===== src/rtl/viterbi_pkg.sv =====
// Shared types and constants for the Viterbi frame controller: FSM states,
// pipeline latencies and default survivor-memory geometry.
package viterbi_pkg;

  localparam int DEPTH_DEF = 64;
  localparam int ADDR_DEF  = $clog2(DEPTH_DEF);

  // Branch metric -> path metric -> survivor write.
  localparam int FWD_LAT = 3;
  // RegFile read data arrives this many cycles after the read address.
  localparam int RD_LAT  = 1;

  typedef enum logic [2:0] {
    IDLE,
    ACS,
    FLUSH,
    TRACE,
    DONE
  } state_e;

endpackage


===== src/rtl/viterbi_stage_pipe.sv =====
// Forward enable pipeline: one valid bit plus symbol address per stage, so each
// accepted symbol walks through branch metric, path metric and survivor write.
module viterbi_stage_pipe
  import viterbi_pkg::*;
#(
  parameter int ADDR = ADDR_DEF
) (
  input  logic                clk,
  input  logic                rst_n,
  input  logic                in_valid,
  input  logic [ADDR-1:0]     in_addr,
  output logic [FWD_LAT-1:0]  stage_valid,
  output logic [ADDR-1:0]     wr_addr
);

  logic [FWD_LAT-1:0]           valid_q, valid_d;
  logic [FWD_LAT-1:0][ADDR-1:0] addr_q, addr_d;

  always_comb begin
    valid_d   = {valid_q[FWD_LAT-2:0], in_valid};
    addr_d[0] = in_valid ? in_addr : '0;
    for (int i = 1; i < FWD_LAT; i++) begin
      addr_d[i] = addr_q[i-1];
    end
  end

  // NOTE: sequential state uses non-blocking assignments so every stage samples
  // its predecessor's old value; blocking here would collapse the shift register.
  // NOTE: the address stages are reset too, since the write address is visible on
  // the shared RegFile port while idle and must read 0 out of reset.
  always_ff @(posedge clk or negedge rst_n) begin
    if (!rst_n) begin
      valid_q <= '0;
      addr_q  <= '0;
    end else begin
      valid_q <= valid_d;
      addr_q  <= addr_d;
    end
  end

  assign stage_valid = valid_q;
  assign wr_addr     = addr_q[FWD_LAT-1];

endmodule


===== src/rtl/viterbi_frame_ctrl.sv =====
// Viterbi frame sequencer: accepts a symbol burst, stages the forward enables,
// then arbitrates the single RegFile port for a descending traceback.
module viterbi_frame_ctrl
  import viterbi_pkg::*;
#(
  parameter int DEPTH = DEPTH_DEF,
  parameter int ADDR  = ADDR_DEF
) (
  input  logic            CLK,
  input  logic            RST,
  input  logic            Data_Valid,
  output logic            branch_enable,
  output logic            path_enable,
  output logic            memory_enable,
  output logic            memory_read_enable,
  output logic            trace_enable,
  output logic            tb_first,
  output logic [ADDR-1:0] mem_address,
  output logic            busy,
  output logic            overflow,
  output logic            dropped,
  output logic            Turbo_done
);

  localparam logic [ADDR:0]   DEPTH_CNT = (ADDR+1)'(DEPTH);
  localparam logic [ADDR:0]   CNT_ONE   = (ADDR+1)'(1);
  localparam logic [ADDR-1:0] ADDR_ONE  = ADDR'(1);

  state_e             state_q, state_d;
  logic [ADDR:0]      wr_cnt_q, wr_cnt_d;
  logic [ADDR-1:0]    rd_addr_q, rd_addr_d;
  logic               overflow_q, overflow_d;
  logic               dropped_q, dropped_d;
  logic               first_rd_q, first_rd_d;
  logic               turbo_done_q, turbo_done_d;
  logic [RD_LAT-1:0]  rd_pipe_q, rd_pipe_d;
  logic [RD_LAT-1:0]  first_pipe_q, first_pipe_d;

  logic               accept;
  logic [ADDR-1:0]    acc_addr;
  logic               rd_en;
  logic [FWD_LAT-1:0] stage_valid;
  logic [ADDR-1:0]    wr_addr;

  viterbi_stage_pipe #(
    .ADDR (ADDR)
  ) u_stage_pipe (
    .clk         (CLK),
    .rst_n       (RST),
    .in_valid    (accept),
    .in_addr     (acc_addr),
    .stage_valid (stage_valid),
    .wr_addr     (wr_addr)
  );

  // NOTE: every signal driven here gets a default first, so no path through the
  // case statement can leave one unassigned and infer a latch.
  always_comb begin
    state_d      = state_q;
    wr_cnt_d     = wr_cnt_q;
    rd_addr_d    = rd_addr_q;
    overflow_d   = overflow_q;
    dropped_d    = dropped_q;
    first_rd_d   = 1'b0;
    turbo_done_d = 1'b0;
    accept       = 1'b0;
    acc_addr     = wr_cnt_q[ADDR-1:0];
    rd_en        = 1'b0;

    unique case (state_q)
      IDLE: begin
        if (Data_Valid) begin
          accept     = 1'b1;
          acc_addr   = '0;
          wr_cnt_d   = CNT_ONE;
          overflow_d = 1'b0;
          dropped_d  = 1'b0;
          state_d    = ACS;
        end
      end
      ACS: begin
        // A full memory ends the frame; a symbol arriving then is lost.
        if (wr_cnt_q == DEPTH_CNT) begin
          if (Data_Valid) overflow_d = 1'b1;
          state_d = FLUSH;
        end else if (Data_Valid) begin
          accept   = 1'b1;
          wr_cnt_d = wr_cnt_q + CNT_ONE;
        end else begin
          state_d = FLUSH;
        end
      end
      FLUSH: begin
        if (Data_Valid) dropped_d = 1'b1;
        // Only the write stage may still be busy: its last write issues this
        // cycle, so reads start next cycle without sharing the port.
        if (stage_valid[FWD_LAT-2:0] == '0) begin
          state_d    = TRACE;
          rd_addr_d  = wr_cnt_q[ADDR-1:0] - ADDR_ONE;
          first_rd_d = 1'b1;
        end
      end
      TRACE: begin
        if (Data_Valid) dropped_d = 1'b1;
        rd_en = 1'b1;
        if (rd_addr_q == '0) begin
          state_d = DONE;
        end else begin
          rd_addr_d = rd_addr_q - ADDR_ONE;
        end
      end
      DONE: begin
        if (Data_Valid) dropped_d = 1'b1;
        if (turbo_done_q) begin
          state_d = IDLE;
        end else if (trace_enable) begin
          turbo_done_d = 1'b1;
        end
      end
      default: state_d = IDLE;
    endcase

    rd_pipe_d    = RD_LAT'({rd_pipe_q, rd_en});
    first_pipe_d = RD_LAT'({first_pipe_q, first_rd_q});
  end

  always_ff @(posedge CLK or negedge RST) begin
    if (!RST) begin
      state_q      <= IDLE;
      wr_cnt_q     <= '0;
      rd_addr_q    <= '0;
      overflow_q   <= 1'b0;
      dropped_q    <= 1'b0;
      first_rd_q   <= 1'b0;
      turbo_done_q <= 1'b0;
      rd_pipe_q    <= '0;
      first_pipe_q <= '0;
    end else begin
      state_q      <= state_d;
      wr_cnt_q     <= wr_cnt_d;
      rd_addr_q    <= rd_addr_d;
      overflow_q   <= overflow_d;
      dropped_q    <= dropped_d;
      first_rd_q   <= first_rd_d;
      turbo_done_q <= turbo_done_d;
      rd_pipe_q    <= rd_pipe_d;
      first_pipe_q <= first_pipe_d;
    end
  end

  assign branch_enable      = stage_valid[0];
  assign path_enable        = stage_valid[1];
  assign memory_enable      = stage_valid[FWD_LAT-1];
  assign memory_read_enable = rd_en;
  assign trace_enable       = rd_pipe_q[RD_LAT-1];
  assign tb_first           = first_pipe_q[RD_LAT-1];
  assign mem_address        = rd_en ? rd_addr_q : wr_addr;
  assign busy               = (state_q != IDLE);
  assign overflow           = overflow_q;
  assign dropped            = dropped_q;
  assign Turbo_done         = turbo_done_q;

endmodule


===== config.mk =====
export PLATFORM = sky130hd
export DESIGN_NAME = viterbi_frame_ctrl
export DESIGN_NICKNAME = d
export VERILOG_FILES = /design/src/rtl/viterbi_pkg.sv /design/src/rtl/viterbi_stage_pipe.sv /design/src/rtl/viterbi_frame_ctrl.sv
export SDC_FILE = /design/constraint.sdc
export NUM_CORES = 1
export LEC_CHECK = 0
export ABC_AREA = 1
export BUFFER_PORTS_ARGS = -buffer_cell sky130_fd_sc_hd__buf_2
export CAP_MARGIN = 20
export CORE_ASPECT_RATIO = 0.6
export CORE_MARGIN = 2
export CORE_UTILIZATION = 57
export CTS_BUF_LIST = sky130_fd_sc_hd__clkbuf_4 sky130_fd_sc_hd__clkbuf_8 sky130_fd_sc_hd__clkbuf_16
export CTS_CLUSTER_DIAMETER = 30
export DETAILED_ROUTE_END_ITERATION = 8
export PLACE_DENSITY_LB_ADDON = 0.25
export SETUP_SLACK_MARGIN = 0.1
export SYNTH_ARGS = -nofsm -noshare
export SYNTH_HDL_FRONTEND = slang
export SYNTH_SLANG_ARGS = --single-unit

===== constraint.sdc =====
create_clock -name CLK -period 2.2 [get_ports CLK]
set_input_delay 0.44 -clock CLK [delete_from_list [all_inputs] [get_ports CLK]]
set_output_delay 0.44 -clock CLK [all_outputs]
set_load 0.02 [all_outputs]

==> results of run 1 <==
## power groups by stage
stage,combinational [mW],clock (mW),sequential (mW)
after floorplan,1.00,0,1.19
after global placement,1.35,0,1.16
after detailed placement,1.37,0,1.17
after CTS,1.38,0.511,1.16
after global routing,1.54,0.545,1.19
final,1.38,0.497,1.16
## flip-flops by register name (all words and copies together), names as in the netlist, 3 cells and up
name,flops
u_stage_pipe.stage_valid,3
state_q,3
wr_cnt_q,7
rd_addr_q,6
u_stage_pipe.wr_addr,6
u_stage_pipe.addr_d,12
## metal layers
| metal | share of wire | track usage |
|---|---|---|
| met5 | 0 | 0 |
| met4 | 0.021 | 0.112 |
| met1 | 0.51 | 0.314 |
| met2 | 0.42 | 0.298 |
| met3 | 0.051 | 0.0611 |
## worst paths after layout
path,slack [ns],startpoint,end,depth (start not counted)
max in group asynchronous,1.62,RST,state_q[0],2
hold reg to reg,0.35,u_stage_pipe.addr_d[8],u_stage_pipe.addr_d[14],0
hold / removal,0.19,RST,wr_cnt_q[6],2
setup reg to reg,0.26,state_q[2],rd_addr_q[4],9
min in group CLK,0.35,u_stage_pipe.addr_d[8],u_stage_pipe.addr_d[14],0
setup / recovery,0.11,state_q[2],mem_address[3],4
## area by class of cell
cell class | count | area, um^2
Clock buffer | 7 | 83.8
Clock inverter | 1 | 5.00
Fill cell | 272 | 1100
Inverter | 27 | 101
Multi-Input combinational cell | 138 | 723
Sequential cell | 43 | 1080
Tap cell | 45 | 56.3
Timing Repair Buffer | 19 | 97.6
## stage by stage
stage	hold slack, ns	setup slack, ns
after global routing	0.244	0.0406
after global placement	0.331	0.392
after CTS	0.208	0.114
final	0.193	0.105
after floorplan	0.144	0.455
after detailed placement	0.335	0.290
## logic make-up (layout without fill, tap and decap cells)
family,after synthesis,after routing,share of synthesized area
adders and majority gates,3,3,0.0196
DFF,43,43,0.561
buffers and inverters,29,54,0.0614
and+or+nand+nor,105,105,0.257
xor gates and xnor gates,3,3,0.0137
AOI/OAI and AO/OA,27,27,0.0868
## cell usage after synthesis
cell type,instances
xor2_1,3
inv_1,22
dfrtp_1,43
o21ai_4,2
nand3b_1,1
o22ai_1,1
ha_1,3
nor2_4,3
a22o_1,1
clkinv_1,1
nand4_1,5
o21ai_1,11
nand3_1,13
nor2_1,19
buf_2,1
nor3_1,9
nand3_4,1
nand2_1,48
nand2_2,5
a31oi_1,1
buf_6,1
nand3_2,1
o21a_1,1
a21oi_1,5
inv_2,4
o21ai_0,5
## timing repair
action,4_1_cts,5_1_grt
pin swaps,0,0
gates resized for setup,1,1
endpoints found under the setup margin,1,3
cloned,0,0
==> results.json, run 1 <==
{
  "worst_ir_drop_vdd_v": 0.000881,
  "clkTransAtPathRegs_ns": 0.08,
  "drive_above_1_share": 0.191,
  "grt_max_degree": 44,
  "postCtsHoldBufs": 0,
  "final-hold-violation-count": 0,
  "synth_seq_area_share": 0.561,
  "setup_viol": 0,
  "post_synth_instance_area_um2": 1920,
  "logic_pwr_share": 0.454,
  "antenna_cells_inserted": 0,
  "layout.cells.most_common": "nand2_1",
  "total_power_mw": 3.04,
  "drtAntennaViolNets": 0,
  "final_nets": 240,
  "critPathMaxFanout": 14,
  "critical_path.top_delay_family": "flip-flops",
  "clock_latency_ns": 0.30,
  "first_global_vias": 1352,
  "synth.lib_cells_used.distinct": 26,
  "die_ht_um": 48.9,
  "post_synth.cell_area_avg_um2": 9.13,
  "slew_headroom": 0.622,
  "grt_setup_unrepaired": "yes",
  "buffer_ports.inserted": 18,
  "timing.final.crit_share": 0.952,
  "layout.cells.most_common_list": "nand2_1 (48), dfrtp_1 (41), inv_1 (22), nor2_1 (19), buf_2 (18)",
  "maxSlewViolCount": 0,
  "gp_congestion": 0.860,
  "route.vias.total": 1473,
  "post_cts.repair.setup_buffers": 0,
  "power_switching_share": 0.452,
  "detail_routed_net_length_per_standard_cell_um": 13.3,
  "critical_path_buffer_and_inverter_count": 2,
  "synth.ff_latch_count": 43,
  "max_clock_freq_mhz": 477,
  "worstSetupEndpointType": "primary output",
  "p_leak_nw": 1.09,
  "overflow_left_after_global_routing": 0,
  "cts_tree": "done",
  "number_of_ports_placed_on_the_die_boundary": 19,
  "totalWireLength_um": 3720,
  "clockPowerShare": 0.163,
  "synth.largest_area_cell": "dfrtp_1",
  "timing.critical_path.slowest_cell_delay_ns": 0.47,
  "dieWidth_um": 78.9,
  "worst_ep_arrival_time_ns": 1.65,
  "worst_hold_path_type": "input port to async pin",
  "power.net_switching_mw": 1.37,
  "totalNegativeSetupSlack_ns": 0,
  "antenna_violations_before_repair": 0,
  "synth_largest_type_area_fraction": 0.561,
  "drt_iter0_drc": 76,
  "cts.htree.levels": 2,
  "crit_slowest_cell": "dfrtp_1",
  "wire_length_of_the_first_global_routing_pass_um": 6200,
  "synth_top_cells_by_area": "dfrtp_1 (56%), nand2_1 (9.4%), inv_1 (4.3%)",
  "cap_violations": 0,
  "cell_rows": 16,
  "post_layout_cell_count": 280,
  "drtPass1Iterations": 4,
  "dieArea_um2": 3860,
  "power.internal_mw": 1.66,
  "power.density_nw_per_um2": 1420,
  "post_synthesis_cell_count": 210,
  "post_dp_cell_area_um2": 2050,
  "layout_min_cycle_time_ns": 2.09,
  "fp.coreArea_um2": 3240,
  "clockBufferDepth": 2,
  "area_growth_syn_to_layout_pct": 11.9,
  "cts_inserted_buffers": 5,
  "route.detailed.drc": 0,
  "seq_power_share": 0.383,
  "cts.sink_count": 43,
  "detailed_place_hpwl_um": 2690,
  "postSynthNetCount": 216,
  "fin_skew_ns": 0.00669,
  "max_slew.worst_pin.slew_ns": 0.565,
  "run_status": "finished clean",
  "route.detailed.vias_per_inst": 5.26,
  "path_cells": "inv_2 > nand3_2 > o21ai_0 > buf_2",
  "groute.usage.overall": 0.217,
  "clockRootBuffer": "clkbuf_8",
  "cp-start-kind": "register",
  "critical_path_required_ns": 1.76,
  "post-route-util": 0.662,
  "floorplan.initialDensity": 0.591,
  "numPlacedInstances": 272,
  "timing_worst_setup_path_type": "register to primary output",
  "syn_warnings": 0,
  "finalInstanceArea_um2": 2150
}
No activity file was read; power rests on OpenSTA's default activity.
==> inputs of run 2 (changes only) <==
- CELL_PAD_IN_SITES_DETAIL_PLACEMENT: not set -> 2
- CELL_PAD_IN_SITES_GLOBAL_PLACEMENT: not set -> 2
- CORE_UTILIZATION: 57 -> 36
- GPL_TIMING_DRIVEN: not set -> 0
==> run 2 against run 1 <==
Against the previous run:
- first-iteration DRC count decreased by 39%
- utilization fell by 22 points
- sequential share of layout area fell by 2.8 points
- highest routed layer unchanged
==> results.json, run 2 (synthesis gave the netlist of run 1 again) <==
{
  "run_status": "finished clean",
  "groute.usage.overall": 0.188,
  "worst_ir_drop_vdd_v": 0.000446,
  "totalNegativeSetupSlack_ns": 0,
  "grt_max_degree": 44,
  "critical_path_required_ns": 1.76,
  "power.density_nw_per_um2": 1530,
  "antenna_violations_before_repair": 0,
  "cts_inserted_buffers": 5,
  "gp_congestion": 0.795,
  "fp.coreArea_um2": 5100,
  "area_growth_syn_to_layout_pct": 18.6,
  "maxSlewViolCount": 0,
  "clockBufferDepth": 2,
  "p_leak_nw": 1.14,
  "postCtsHoldBufs": 0,
  "largest_reg_flops": 12,
  "dieWidth_um": 98.2,
  "cts.sink_count": 43,
  "cp-start-kind": "register",
  "cts_tree": "done",
  "buffer_ports.inserted": 18,
  "die_ht_um": 60.5,
  "detail_routed_net_length_per_standard_cell_um": 16.8,
  "clkTransAtPathRegs_ns": 0.09,
  "fin_skew_ns": 0.00487,
  "final-hold-violation-count": 0,
  "grt_setup_unrepaired": "yes",
  "worst_hold_path_type": "input port to async pin",
  "drive_above_1_share": 0.215,
  "antenna_cells_inserted": 0,
  "layout.cells.most_common": "nand2_1",
  "dieArea_um2": 5940,
  "setup_viol": 0,
  "clock_latency_ns": 0.29,
  "post-place-ws_ns": 0.254,
  "floorplan.initialDensity": 0.375,
  "drtPass1Iterations": 4,
  "max_slew.worst_pin.slew_ns": 0.954,
  "post-route-util": 0.445,
  "number_of_ports_placed_on_the_die_boundary": 19,
  "totalWireLength_um": 5170,
  "timing_worst_setup_path_type": "register to primary output",
  "first_global_vias": 1604,
  "drt_iter0_drc": 46,
  "layout.cells.most_common_list": "nand2_1 (48), dfrtp_1 (41), inv_1 (22), buf_2 (19), nor2_1 (19)",
  "slew_headroom": 0.364,
  "clockRootBuffer": "clkbuf_8",
  "layout_min_cycle_time_ns": 2.05,
  "route.detailed.drc": 0,
  "route.detailed.vias_per_inst": 5.02,
  "detailed_place_hpwl_um": 3720,
  "cell_rows": 20,
  "wire_length_of_the_first_global_routing_pass_um": 8340,
  "critPathMaxFanout": 8,
  "overflow_left_after_global_routing": 0,
  "drtAntennaViolNets": 0,
  "cap_violations": 0,
  "worstSetupEndpointType": "primary output",
  "max_clock_freq_mhz": 489,
  "timing.final.crit_share": 0.930,
  "total_power_mw": 3.48,
  "fin_ws_ns": 0.154,
  "final_nets": 247,
  "worst_ep_arrival_time_ns": 1.61,
  "route.vias.total": 1545,
  "cts.htree.levels": 2,
  "n_fill_cell": 585
}
run 2: cell count changes in the layout (fill, tap and decap cells not counted):
cell	change
buf_2	+1
buf_4	+5
buf_6	+1
bufinv_16	+2
clkbuf_4	-2
clkinv_2	-1
clkinvlp_4	+1
o21ai_0	-2
o21ai_1	+2
run 2: layer usage:
layer | vias up | wire [um] | global-route usage
li1 | 739 | - | -
met3 | 5 | 179 | 0.0495
met1 | 781 | 2670 | 0.272
met4 | 0 | 40 | 0.0626
met2 | 20 | 2290 | 0.280
met5 | - | 0 | 0
run 2: power breakdown:
| group | internal, mW | leakage, nW | switching (mW) | total [mW] |
|---|---|---|---|---|
| sequential | 0.982 | 0.571 | 0.164 | 1.15 |
| clock | 0.453 | 0.0644 | 0.284 | 0.737 |
| combinational | 0.516 | 0.509 | 1.08 | 1.60 |
| total | 1.95 | 1.14 | 1.53 | 3.48 |
run 2: final timing paths:
kind,cells past startpoint,slack (ns),endpoint,from
max in group asynchronous,1,1.25,state_q[0],RST
min,1,0.27,wr_cnt_q[0],RST
min reg2reg,0,0.35,u_stage_pipe.addr_d[14],u_stage_pipe.addr_d[8]
max,6,0.15,mem_address[4],state_q[1]
min in group CLK,0,0.35,u_stage_pipe.addr_d[14],u_stage_pipe.addr_d[8]
max reg2reg,11,0.24,rd_addr_q[4],state_q[2]
run 2: timing repair:
action | CTS | global route
pin swaps | 0 | 1
buffers inserted | 0 | 6
endpoints found under the setup margin | 2 | 5
resized for setup | 1 | 3
run 2: layout make-up:
class	instances	area, um^2	share of cell area
sequential	43	1080	0.474
clock buffer	5	68.8	0.0303
tap	66	82.6	0.0363
inverter	27	101	0.0446
buffer	2	16.3	0.00715
multi-input combinational	138	723	0.318
timing repair buffer	24	135	0.0594
clock inverter	3	67.6	0.0297
run 2: critical path: stages, from the launching register on:
cell	delay, ns
dfrtp_1	0.33
buf_2	0.21
nand2_1	0.12
nor2_4	0.21
nand2_1	0.14
o21a_1	0.14
buf_2	0.15
run 2: through the flow:
step / cell area, um^2 / hold WS [ns] / instances
final: 2270 / 0.272 / 308
after global routing: 2270 / 0.350 / 308
after CTS: 2230 / 0.332 / 302
after detailed placement: 2090 / 0.336 / 294
after global placement: 2090 / 0.332 / 294
after floorplan: 1920 / 0.144 / 210
